File: src/rtl/ddr3_pkg.sv
// ============================================================================
// Module : ddr3_pkg
// Brief  : Command codes and arbiter state encoding shared by ddr3_rw_arb.
// Rev    : 1.0 - initial release
// ============================================================================
`default_nettype none

package ddr3_pkg;

  localparam logic [3:0] CMD_NOP   = 4'h0;
  localparam logic [3:0] CMD_READ  = 4'h1;
  localparam logic [3:0] CMD_WRITE = 4'h2;

  typedef enum logic [2:0] {
    ST_IDLE    = 3'd0,
    ST_READY   = 3'd1,
    ST_WR_CMD  = 3'd2,
    ST_WR_DATA = 3'd3,
    ST_RD_CMD  = 3'd4,
    ST_RD_DATA = 3'd5
  } state_t;

endpackage

`default_nettype wire

File: src/rtl/ddr3_beat_cnt.sv
// ============================================================================
// Module : ddr3_beat_cnt
// Brief  : 4-bit saturating burst beat counter; done flags the final beat.
// Rev    : 1.0 - initial release
// ============================================================================
`default_nettype none

module ddr3_beat_cnt #(
  parameter int BURST_BEATS = 2
) (
  input  logic i_clk,
  input  logic i_rst_n,
  input  logic i_clr,
  input  logic i_inc,
  output logic o_done
);

  localparam logic [3:0] c_LAST = 4'(BURST_BEATS - 1);

  logic [3:0] cnt_q;
  logic [3:0] cnt_d;

  // Clear wins over increment so a state exit on the last beat restarts at 0.
  always_comb begin
    cnt_d = cnt_q;
    if (i_clr) begin
      cnt_d = 4'd0;
    end else if (i_inc && (cnt_q != 4'hF)) begin
      cnt_d = cnt_q + 4'd1;
    end
  end

  always_ff @(posedge i_clk or negedge i_rst_n) begin
    if (!i_rst_n) begin
      cnt_q <= 4'd0;
    end else begin
      cnt_q <= cnt_d;
    end
  end

  assign o_done = i_inc && (cnt_q == c_LAST);

endmodule

`default_nettype wire

File: src/rtl/ddr3_rw_arb.sv
// ============================================================================
// Module : ddr3_rw_arb
// Brief  : Read/write request arbiter in front of a DDR3 controller native
//          command/data interface. Fixed write priority by default; define
//          DDR3_RR_ARB_EN for round-robin between reads and writes.
// Rev    : 1.0 - initial release
// ============================================================================
`default_nettype none

module ddr3_rw_arb
  import ddr3_pkg::*;
#(
  parameter int ADDR_W      = 26,
  parameter int DATA_W      = 64,
  parameter int BURST_BEATS = 2
) (
  input  logic              i_clk,
  input  logic              i_rst_n,
  input  logic              i_ddr_init_done,
  input  logic              i_wr_req,
  input  logic [ADDR_W-1:0] i_wr_addr,
  output logic              o_wr_ack,
  output logic              o_wr_data_rd,
  input  logic [DATA_W-1:0] i_wr_data,
  input  logic              i_rd_req,
  input  logic [ADDR_W-1:0] i_rd_addr,
  output logic              o_rd_ack,
  output logic [DATA_W-1:0] o_rd_data,
  output logic              o_rd_valid,
  output logic [3:0]        o_cmd,
  output logic              o_cmd_valid,
  input  logic              i_cmd_rdy,
  output logic [ADDR_W-1:0] o_addr,
  input  logic              i_datain_rdy,
  output logic [DATA_W-1:0] o_write_data,
  input  logic [DATA_W-1:0] i_read_data,
  input  logic              i_read_data_valid,
  output logic              o_busy,
  output logic              o_abort
);

  state_t            state_q, state_d;
  logic [ADDR_W-1:0] addr_q, addr_d;
  logic              wr_ack_q, wr_ack_d;
  logic              rd_ack_q, rd_ack_d;
  logic              abort_q, abort_d;
  logic              rd_valid_q;
  logic [DATA_W-1:0] rd_data_q;

  logic w_wr_beat;
  logic w_rd_beat;
  logic w_beat_done;
  logic w_wr_prio;
  logic w_grant_wr;
  logic w_grant_rd;

  // Beats are suppressed in the abort cycle so nothing is popped or returned
  // for a transfer that is being torn down.
  assign w_wr_beat  = (state_q == ST_WR_DATA) && i_datain_rdy && i_ddr_init_done;
  assign w_rd_beat  = (state_q == ST_RD_DATA) && i_read_data_valid && i_ddr_init_done;
  assign w_grant_wr = i_wr_req && (!i_rd_req || w_wr_prio);
  assign w_grant_rd = i_rd_req && !w_grant_wr;

`ifdef DDR3_RR_ARB_EN
  logic last_wr_q, last_wr_d;

  always_comb begin
    last_wr_d = last_wr_q;
    if ((state_q == ST_READY) && i_ddr_init_done && (i_wr_req || i_rd_req)) begin
      last_wr_d = w_grant_wr;
    end
  end

  // Resetting to "last grant was a read" makes the first contested grant a write.
  always_ff @(posedge i_clk or negedge i_rst_n) begin
    if (!i_rst_n) begin
      last_wr_q <= 1'b0;
    end else begin
      last_wr_q <= last_wr_d;
    end
  end

  assign w_wr_prio = ~last_wr_q;
`else
  assign w_wr_prio = 1'b1;
`endif

  always_comb begin
    state_d  = state_q;
    addr_d   = addr_q;
    wr_ack_d = 1'b0;
    rd_ack_d = 1'b0;
    abort_d  = 1'b0;
    if ((state_q != ST_IDLE) && !i_ddr_init_done) begin
      state_d = ST_IDLE;
      abort_d = 1'b1;
    end else begin
      case (state_q)
        ST_IDLE: begin
          if (i_ddr_init_done) state_d = ST_READY;
        end
        ST_READY: begin
          if (w_grant_wr) begin
            state_d  = ST_WR_CMD;
            wr_ack_d = 1'b1;
            addr_d   = i_wr_addr;
          end else if (w_grant_rd) begin
            state_d  = ST_RD_CMD;
            rd_ack_d = 1'b1;
            addr_d   = i_rd_addr;
          end
        end
        ST_WR_CMD: begin
          if (i_cmd_rdy) state_d = ST_WR_DATA;
        end
        ST_WR_DATA: begin
          if (w_beat_done) state_d = ST_READY;
        end
        ST_RD_CMD: begin
          if (i_cmd_rdy) state_d = ST_RD_DATA;
        end
        ST_RD_DATA: begin
          if (w_beat_done) state_d = ST_READY;
        end
        default: state_d = ST_IDLE;
      endcase
    end
  end

  always_ff @(posedge i_clk or negedge i_rst_n) begin
    if (!i_rst_n) begin
      state_q    <= ST_IDLE;
      addr_q     <= '0;
      wr_ack_q   <= 1'b0;
      rd_ack_q   <= 1'b0;
      abort_q    <= 1'b0;
      rd_valid_q <= 1'b0;
      rd_data_q  <= '0;
    end else begin
      state_q    <= state_d;
      addr_q     <= addr_d;
      wr_ack_q   <= wr_ack_d;
      rd_ack_q   <= rd_ack_d;
      abort_q    <= abort_d;
      rd_valid_q <= w_rd_beat;
      if (w_rd_beat) rd_data_q <= i_read_data;
    end
  end

  ddr3_beat_cnt #(
    .BURST_BEATS (BURST_BEATS)
  ) u_beat_cnt (
    .i_clk   (i_clk),
    .i_rst_n (i_rst_n),
    .i_clr   (state_d != state_q),
    .i_inc   (w_wr_beat || w_rd_beat),
    .o_done  (w_beat_done)
  );

  assign o_cmd        = (state_q == ST_WR_CMD) ? CMD_WRITE :
                        (state_q == ST_RD_CMD) ? CMD_READ  : CMD_NOP;
  assign o_cmd_valid  = ((state_q == ST_WR_CMD) || (state_q == ST_RD_CMD)) && i_ddr_init_done;
  assign o_addr       = addr_q;
  assign o_wr_ack     = wr_ack_q;
  assign o_rd_ack     = rd_ack_q;
  assign o_wr_data_rd = w_wr_beat;
  assign o_write_data = (state_q == ST_WR_DATA) ? i_wr_data : '0;
  assign o_rd_valid   = rd_valid_q;
  assign o_rd_data    = rd_data_q;
  assign o_abort      = abort_q;
  assign o_busy       = (state_q == ST_WR_CMD) || (state_q == ST_WR_DATA) ||
                        (state_q == ST_RD_CMD) || (state_q == ST_RD_DATA);

endmodule

`default_nettype wire
File: config.mk
export PLATFORM = sky130hd
export DESIGN_NAME = ddr3_rw_arb
export DESIGN_NICKNAME = d
export VERILOG_FILES = /design/src/rtl/ddr3_pkg.sv /design/src/rtl/ddr3_beat_cnt.sv /design/src/rtl/ddr3_rw_arb.sv
export SDC_FILE = /design/constraint.sdc
export NUM_CORES = 1
export LEC_CHECK = 0
export BUFFER_PORTS_ARGS = -buffer_cell sky130_fd_sc_hd__buf_4
export CELL_PAD_IN_SITES_DETAIL_PLACEMENT = 0
export CELL_PAD_IN_SITES_GLOBAL_PLACEMENT = 1
export CORE_MARGIN = 5
export CORE_UTILIZATION = 29
export CTS_CLUSTER_DIAMETER = 80
export DETAILED_ROUTE_END_ITERATION = 6
export PLACE_DENSITY_LB_ADDON = 0.12
export RECOVER_POWER = 100
export SYNTH_ARGS = -nofsm -noshare
export SYNTH_HDL_FRONTEND = slang
export SYNTH_SLANG_ARGS = --single-unit
File: constraint.sdc
create_clock -name i_clk -period 2.1 [get_ports i_clk]
set_input_delay 0.42 -clock i_clk [delete_from_list [all_inputs] [get_ports i_clk]]
set_output_delay 0.42 -clock i_clk [all_outputs]
set_load 0.02 [all_outputs]
==> flow_metrics.tcl, run 1 <==
set metrics [dict create \
    clk_pin_slew_ns 0.07 \
    tightest_slew_ns 1.01 \
    std_cell_rows 46 \
    placed_cell_area_um2 7690 \
    status "complete, no violations" \
    path_cells "and2b_4, buf_6, and3_1, buf_4" \
    synthFlopType "dfrtp_1" \
    min_period_ns 2.00 \
    antenna_found_initial 0 \
    hold_slack_ns 0.222 \
    path_max_fanout 26 \
    drive_above_1_share 0.468 \
    dr_total_vias 4492 \
    cp_num_buf_inv 2 \
    ys_ff_latch 101 \
    clock_path_buffers 2 \
    cts_tree "yes" \
    fin_nets 940 \
    power_leakage_nw 4.04 \
    path_class "flop to output pin" \
    fillers 1668 \
    fin_crit_sh 0.952 \
    crit_arrival_ns 1.58 \
    globalRoute.totalOverflow 0 \
    drt_iter0_drc 154 \
    numCtsBuffers 9 \
    core-area_um2 16000 \
    antennaDiodeCount 0 \
    ir_drop_mv 0.527 \
    grt_pass1_wl_um 27300 \
    dr.pass1.iters 4 \
    finalSetupViolCount 0 \
    drv_slew 0 \
    insertion_delay_ns 0.34 \
    cp_slowest_cell "dfrtp_1" \
    drv_cap 0 \
    cts.htree.levels 3 \
    area_growth_pct 56.2 \
    wl_um 18000 \
    required_ns 1.68 \
    grt_pass1_vias 4543 \
    die-area_um2 19100 \
    start_util 0.298 \
    antenna_left 0 \
    clock-sinks 101 \
    async_flop_share 1.00 \
    slew_headroom 0.329 \
    dp_hpwl_um 14600 \
    final_hold_viol_count 0 \
    die_y_um 138 \
    synth-edff-count 0 \
    critPathLaunchType "flop" \
    yosys_warnings 0 \
    crit_family "simple AND/OR/NAND/NOR gates" \
    post-route-util 0.465 \
    routed_via_density 4.63 \
    avgSynthCellArea_um2 11.8 \
    final_cell_mix "buf_4 (209), dfrtp_1 (101), clkbuf_1 (100)" \
    synth_cell_types 42 \
    crit_path_end_kind "output pin" \
    rsz0062_at_grt "no" \
    crit_path_max_incr_delay_ns 0.39 \
    cts_setup_buffers 0 \
    worstHoldPathType "input pin to asynchronous set/reset pin" \
    drcViolationCount 0 \
    die_w_um 138 \
    skew_ns 0.00882 \
    grt_max_degree 79 \
    global_route.usage.total 0.180 \
    max_freq_ghz 0.500 \
    syn_area_um2 4760 \
    final_common_cell "buf_4" \
    root_buffer "clkbuf_16" \
    seq_area_frac_synth 0.530 \
    wl_per_cell_um 18.5 \
    port_buffers 350 \
    place.gp.congestion 0.902 \
    fin_setup_tns_ns 0 \
    stdcell_area_um2 7440 \
    synth_cells 405 \
    io_pins 353 \
    power_density_nw_per_um2 1160 \
]
[cells in the mapped netlist (all sizes together), types with 2 or more instances]
| cell | n | area [um^2] |
|---|---|---|
| ha | 3 | 37.5 |
| dfrtp | 101 | 2530 |
| nand2 | 2 | 7.51 |
| clkbuf | 15 | 56.3 |
| nor3 | 4 | 20.0 |
| nor2 | 30 | 113 |
| nand2b | 4 | 25.0 |
| and3b | 2 | 17.5 |
| buf | 20 | 141 |
| nor2b | 3 | 18.8 |
| a21oi | 26 | 130 |
| a31oi | 2 | 12.5 |
| nor3b | 2 | 15.0 |
| inv | 4 | 15.0 |
| mux2 | 64 | 721 |
| mux2i | 28 | 280 |
| and3 | 66 | 413 |
| and2 | 2 | 13.8 |
| nand3b | 2 | 15.0 |
| o21ai | 2 | 10.0 |
| nand3 | 3 | 15.0 |
| o211ai | 4 | 35.0 |
[timing repair]
action                     in CTS  in global routing
resized for setup               0                  2
setup endpoints to repair       0                  7
hold buffers                    0                  0
[where the power goes]
| group | total, W | switching [W] | internal [W] | leakage, nW |
|---|---|---|---|---|
| logic | 0.00385 | 0.00245 | 0.00140 | 2.58 |
| registers | 0.00303 | 0.000367 | 0.00266 | 1.30 |
| clock network | 0.00172 | 0.000769 | 0.000953 | 0.153 |
| total | 0.00860 | 0.00359 | 0.00502 | 4.04 |
[area by class of cell]
class	count	area [um^2]	area share
sequential	101	2530	0.339
timing repair buffer	367	2280	0.307
multi-input combinational	266	2040	0.274
tap	216	270	0.0363
clock buffer	10	229	0.0308
clock inverter	6	77.6	0.0104
inverter	4	15.0	0.00202
[sequential cells by signal, indices dropped and copies added (netlist names)]
register and count:
o_rd_data 64, u_beat_cnt.cnt_q 4, o_rd_ack 1, o_rd_valid 1, o_wr_ack 1, o_addr 26
o_abort 1, state_q 3
[layer usage]
layer  routed length, um  GRT usage  vias to the layer above
met1                6820      0.205                     2144
met5                   0          0                        -
met3                1370     0.0624                       20
li1                    -          -                     2121
met2                9450      0.320                      207
met4                 353     0.0541                        0
[through the flow]
stage / setup WS, ns / total power, W / cells
finish: 0.100 / 0.00860 / 970
global route: 0.0101 / 0.00918 / 970
CTS: 0.0604 / 0.00941 / 969
detailed placement: 0.343 / 0.00764 / 953
global placement: 0.363 / 0.00756 / 953
floorplan: 0.251 / 0.00542 / 406
[final timing paths]
check | startpoint | end | slack [ns] | cells past startpoint
setup / recovery | state_q[2]$_DFF_PN0_ | o_write_data[61] | 0.10 | 4
max in group asynchronous | i_rst_n | o_rd_data[47]$_DFFE_PN0P_ | 0.51 | 2
setup reg to reg | state_q[0]$_DFF_PN0_ | o_rd_data[48]$_DFFE_PN0P_ | 0.19 | 4
hold / removal | i_rst_n | o_addr[9]$_DFFE_PN0P_ | 0.22 | 1
hold reg to reg | o_rd_data[28]$_DFFE_PN0P_ | o_rd_data[28]$_DFFE_PN0P_ | 0.51 | 1
min in group i_clk | i_read_data[32] | o_rd_data[32]$_DFFE_PN0P_ | 0.30 | 2
[cell families after synthesis]
logic type	Yosys count	share of synthesized area
simple gates	128	0.154
mux	92	0.210
xor+xnor	2	0.00368
flops	101	0.530
fa+ha+maj	3	0.00788
buf+inv	39	0.0446
compound gates	39	0.0481
other cells	1	0.000787
Note: power is estimated with default switching activity, not from simulation.
==> inputs of run 2 (changes only) <==
--- a/config.mk
+++ b/config.mk
@@ -5,7 +5,7 @@
 export SDC_FILE = /design/constraint.sdc
 export NUM_CORES = 1
 export LEC_CHECK = 0
-export BUFFER_PORTS_ARGS = -buffer_cell sky130_fd_sc_hd__buf_4
+export BUFFER_PORTS_ARGS = -buffer_cell sky130_fd_sc_hd__buf_2
 export CELL_PAD_IN_SITES_DETAIL_PLACEMENT = 0
 export CELL_PAD_IN_SITES_GLOBAL_PLACEMENT = 1
 export CORE_MARGIN = 5
@@ -14,6 +14,7 @@
 export DETAILED_ROUTE_END_ITERATION = 6
 export PLACE_DENSITY_LB_ADDON = 0.12
 export RECOVER_POWER = 100
+export REMOVE_ABC_BUFFERS = 1
 export SYNTH_ARGS = -nofsm -noshare
 export SYNTH_HDL_FRONTEND = slang
 export SYNTH_SLANG_ARGS = --single-unit
==> constraint.sdc (replaced) <==
create_clock -name i_clk -period 2 [get_ports i_clk]
set_input_delay 0.4 -clock i_clk [delete_from_list [all_inputs] [get_ports i_clk]]
set_output_delay 0.4 -clock i_clk [all_outputs]
set_load 0.02 [all_outputs]
==> run 2 against run 1 <==
First-iteration DRC count rose by 12%. Combinational power up 8.8%. Cell count increased by 0.21%. Sequential cell count did not move. Critical path depth unchanged. Core utilization shrank 0.31 points. Non-clock buffer count did not move. Global-route usage is 1.4 points lower. Register-to-register slack about the same. Worst setup slack lost 0.087 ns. Via count shrank 2.1%. Hold slack worse by 0.075 ns. Critical endpoint is now o_write_data[41]. Largest cell class unchanged.
==> flow_metrics.tcl, run 2 (synthesis results as in run 1) <==
set metrics [dict create \
    core-area_um2 16000 \
    r2r_cells 5 \
    path_max_fanout 24 \
    wl_per_cell_um 17.5 \
    cp_num_buf_inv 2 \
    layout.cells.non_filler 972 \
    grt_max_degree 66 \
    dr.pass1.iters 5 \
    area_growth_pct 55.2 \
    power_leakage_nw 3.97 \
    clk_pin_slew_ns 0.08 \
    post-place-ws_ns 0.0773 \
    die_w_um 138 \
    cts_tree "yes" \
    drt_iter0_drc 172 \
    multi_input_area_um2 2060 \
    root_buffer "clkbuf_16" \
    crit_family "simple AND/OR/NAND/NOR gates" \
    setup_ws_ns 0.0129 \
    ff2ff_setup_slack_ns 0.20 \
    min_period_ns 1.99 \
    intPower_w 0.00539 \
    port_buffers 350 \
    tightest_slew_ns 0.859 \
    globalRoute.totalOverflow 0 \
    die-area_um2 19100 \
    drcViolationCount 0 \
    path_class "flop to output pin" \
    final_hold_viol_count 0 \
    crit_path_end_kind "output pin" \
    fillers 1605 \
    fin_setup_tns_ns 0 \
    reg2reg_from "state_q[1]$_DFF_PN0_" \
    cp_slowest_cell "dfrtp_1" \
    critPathLaunchType "flop" \
    r2r_end "state_q[1]$_DFF_PN0_" \
    slew_headroom 0.428 \
    fin_crit_sh 0.994 \
    grt_pass1_vias 4562 \
    crit_path_max_incr_delay_ns 0.40 \
    postCtsHoldBufs 0 \
    status "complete, no violations" \
    routed_via_density 4.52 \
    dr_total_vias 4397 \
    final_common_cell "buf_2" \
    place.gp.congestion 0.854 \
    clock_path_buffers 2 \
    p_clk_frac 0.200 \
    wl_um 17000 \
    power_density_nw_per_um2 1250 \
    global_route.usage.total 0.166 \
    skew_ns 0.0161 \
    antenna_found_initial 2 \
    register_area_um2 2530 \
    numCtsBuffers 9 \
    drive_above_1_share 0.481 \
    die_y_um 138 \
    std_cell_rows 46 \
    drv_cap 0 \
    p_sw_w 0.00381 \
    antenna_left 0 \
    max_freq_ghz 0.503 \
    seq_power_share 0.345 \
    dp_hpwl_um 13100 \
    io_pins 353 \
    drv_slew 0 \
    fin_nets 940 \
    crit_arrival_ns 1.59 \
    final_cell_mix "buf_2 (188), dfrtp_1 (100), clkbuf_1 (96)" \
    placed_cells 950 \
    rsz0062_at_grt "yes" \
    clock-sinks 101 \
    cts.htree.levels 3 \
    path_cells "and2b_4, buf_12, and3_1, buf_6" \
    start_util 0.298 \
    largest_reg_flops 64 \
    grt_pass1_wl_um 25700 \
    worstHoldPathType "input pin to asynchronous set/reset pin" \
    required_ns 1.60 \
    combPwrFrac 0.455 \
    ir_drop_mv 0.728 \
    finalSetupViolCount 0 \
    insertion_delay_ns 0.35 \
    p_sw_frac 0.414 \
]
-- run 2: power groups by stage --
stage	sequential (W)	combinational [W]	clock, W
floorplan	0.00421	0.00136	0
global placement	0.00317	0.00407	0
detailed placement	0.00319	0.00412	0
CTS	0.00316	0.00426	0.00192
global route	0.00327	0.00454	0.00201
finish	0.00318	0.00419	0.00185
-- run 2: timing repair --
action                     in CTS  in global routing
setup buffers                   3                  0
resized for setup              17                120
cloned                          1                  0
setup endpoints to repair      68                 94
-- run 2: final cells by class --
cell class	instances	share of cell area
sequential	101	0.342
timing repair buffer	367	0.296
multi-input combinational	266	0.279
tap	216	0.0365
clock buffer	10	0.0323
clock inverter	6	0.0110
inverter	4	0.00203
antenna	2	0.000677
-- run 2: metal layers --
layer	track usage	routed length [um]	up-vias
met5	0	0	-
met4	0.0447	368	0
met3	0.0600	1360	21
met2	0.300	8910	211
met1	0.186	6370	2051
li1	-	-	2114
-- run 2: worst max-delay path by stage --
stage / endpoint / slack, ns / startpoint / cells past startpoint
global route: o_wr_data_rd / -0.09 / state_q[2]$_DFF_PN0_ / 4
finish: o_write_data[41] / 0.01 / state_q[2]$_DFF_PN0_ / 4
floorplan: o_rd_data[0]$_DFFE_PN0P_ / -1.80 / state_q[0]$_DFF_PN0_ / 3
global placement: o_addr[22]$_DFFE_PN0P_ / 0.16 / i_ddr_init_done / 5
CTS: o_wr_data_rd / -0.01 / state_q[2]$_DFF_PN0_ / 4
detailed placement: o_addr[22]$_DFFE_PN0P_ / 0.08 / i_ddr_init_done / 4
-- run 2: per-stage QoR --
stage / hold WS [ns] / instance area (um^2) / total power [W] / util
6_report: 0.147 / 7390 / 0.00921 / 0.462
5_1_grt: 0.211 / 7390 / 0.00982 / 0.462
4_1_cts: 0.00111 / 7150 / 0.00934 / 0.447
3_5_place_dp: 0.389 / 6740 / 0.00732 / 0.421
3_3_place_gp: 0.376 / 6740 / 0.00725 / 0.421
2_1_floorplan: 0.104 / 4570 / 0.00557 / -
-- run 2: worst reg2reg max path, cell delays in order, from the launching register on --
cell and delay [ns]:
dfrtp_2 0.44, buf_4 0.18, and3b_1 0.22, o211ai_1 0.29, nand2_1 0.09, a2111oi_0 0.44
==> inputs of run 3 (changes only) <==
--- a/config.mk
+++ b/config.mk
@@ -12,7 +12,7 @@
 export CORE_UTILIZATION = 29
 export CTS_CLUSTER_DIAMETER = 80
 export DETAILED_ROUTE_END_ITERATION = 6
-export PLACE_DENSITY_LB_ADDON = 0.12
+export PLACE_DENSITY_LB_ADDON = 0.1
 export RECOVER_POWER = 100
 export REMOVE_ABC_BUFFERS = 1
 export SYNTH_ARGS = -nofsm -noshare
==> run 3 against run 2 <==
Core utilization down 1.3 points. Clock power about the same. Via count about the same. Worst setup slack better by 0.0048 ns. Global-route usage about the same. Critical path type unchanged. Highest routed layer unchanged.
==> flow_metrics.tcl, run 3 (synthesis results as in run 1) <==
set metrics [dict create \
    max_freq_ghz 0.504 \
    globalRoute.totalOverflow 0 \
    insertion_delay_ns 0.35 \
    grt_pass1_vias 4556 \
    finalSetupViolCount 0 \
    postCtsHoldBufs 0 \
    worstHoldPathType "input pin to asynchronous set/reset pin" \
    crit_path_end_kind "output pin" \
    ff2ff_setup_slack_ns 0.07 \
    post-place-ws_ns 0.0898 \
    slew_headroom 0.389 \
    power_leakage_nw 3.94 \
    io_pins 353 \
    core-area_um2 16000 \
    power_density_nw_per_um2 1260 \
    die-area_um2 19100 \
    clock-sinks 101 \
    grt_max_degree 79 \
    path_max_fanout 32 \
    r2r_end "o_rd_data[21]$_DFFE_PN0P_" \
    rsz0062_at_grt "yes" \
    min_period_ns 1.98 \
    std_cell_rows 46 \
    area_growth_pct 51.0 \
    path_class "flop to output pin" \
    stdcell_area_um2 7190 \
    path_cells "and2b_2, buf_12, and4_1, buf_6" \
    start_util 0.298 \
    cts_tree "yes" \
    cts.htree.levels 3 \
    die_w_um 138 \
    clock_path_buffers 2 \
    post-route-util 0.450 \
    root_buffer "clkbuf_16" \
    fin_setup_tns_ns 0 \
    tightest_slew_ns 0.916 \
    final_cell_mix "buf_2 (215), dfrtp_1 (99), clkbuf_1 (95)" \
    global_route.usage.total 0.166 \
    numCtsBuffers 9 \
    setup_ws_ns 0.0177 \
    clk_pin_slew_ns 0.08 \
    place.gp.congestion 0.803 \
    placed_cell_area_um2 6770 \
    final_hold_viol_count 0 \
    drcViolationCount 0 \
    fin_nets 937 \
    wl_per_cell_um 17.2 \
    antenna_left 0 \
    fin_crit_sh 0.991 \
    dr.pass1.iters 4 \
    drive_above_1_share 0.479 \
    antenna_found_initial 0 \
    crit_path_max_incr_delay_ns 0.43 \
    status "complete, no violations" \
    skew_ns 0.0165 \
    final_common_cell "buf_2" \
    antennaDiodeCount 0 \
    dr_total_vias 4400 \
    critPathLaunchType "flop" \
    grt_pass1_wl_um 25600 \
    largest_reg_flops 64 \
    ir_drop_mv 0.693 \
    worstSetupStartpoint "state_q[2]$_DFF_PN0_" \
    crit_arrival_ns 1.58 \
    routed_via_density 4.55 \
    drv_slew 0 \
    reg2reg_from "state_q[0]$_DFF_PN0_" \
    r2r_cells 4 \
    required_ns 1.60 \
    drt_iter0_drc 116 \
    cp_slowest_cell "dfrtp_2" \
    port_buffers 350 \
    drv_cap 0 \
    die_y_um 138 \
    wl_um 16600 \
    dp_hpwl_um 13100 \
]
==> run 3: cell types whose count changed in the layout (fill, tap and decap cells not counted), moves of 2 or more <==
cell / previous run / this run
buf_4: 19 / 14
diode_2: 2 / 0
inv_6: 1 / 4
clkinvlp_4: 2 / 0
buf_6: 58 / 31
buf_2: 188 / 215
clkbuf_2: 1 / 3
buf_12: 2 / 4
==> run 3: cell type report <==
cell class	instances	area, um^2
fillers	1598	8810
flip-flops and latches	101	2530
multi-input cells	266	2060
repair buffers	364	2000
well taps	216	270
clock buffers	9	225
clock inverters	7	97.6
inverters	4	15.0
==> run 3: layer usage <==
metal  GRT usage  part of all wire
met4      0.0494             0.020
met1       0.178              0.38
met3      0.0672             0.088
met2       0.301              0.52
met5           0                 0
==> run 3: stage by stage <==
stage                     instances  total power (W)  hold WS [ns]
after floorplan                 371          0.00557         0.104
after global placement          948          0.00724         0.388
after detailed placement        948          0.00730         0.395
after CTS                       967          0.00931       0.00835
after global routing            967          0.00967         0.216
final                           967          0.00908         0.140
==> run 3: worst max-delay path, delay by kind of cell, from the launching register on <==
family                 cells  cell delay [ns]
buffers and inverters      2             0.30
flip-flops                 1             0.43
AND/OR/NAND/NOR            2             0.51
==> run 3: timing repair <==
| action | in CTS | in global routing |
|---|---|---|
| setup endpoints to repair | 68 | 70 |
| resized for setup | 11 | 74 |
| buffers inserted | 3 | 0 |
| cloned | 0 | 0 |
==> run 3: worst max-delay path by stage <==
| stage | end | slack [ns] | cells after the start |
|---|---|---|---|
| floorplan | o_rd_data[0]$_DFFE_PN0P_ | -1.80 | 3 |
| global placement | o_addr[17]$_DFFE_PN0P_ | 0.17 | 4 |
| detailed placement | o_addr[8]$_DFFE_PN0P_ | 0.09 | 4 |
| CTS | o_wr_data_rd | -0.002 | 4 |
| global route | o_wr_data_rd | -0.04 | 4 |
| finish | o_wr_data_rd | 0.02 | 4 |
==> run 3: power breakdown <==
part	internal, W	leakage (nW)	switching (W)	total [W]
logic	0.00147	2.48	0.00257	0.00404
registers	0.00280	1.30	0.000380	0.00318
clock network	0.00101	0.157	0.000851	0.00186
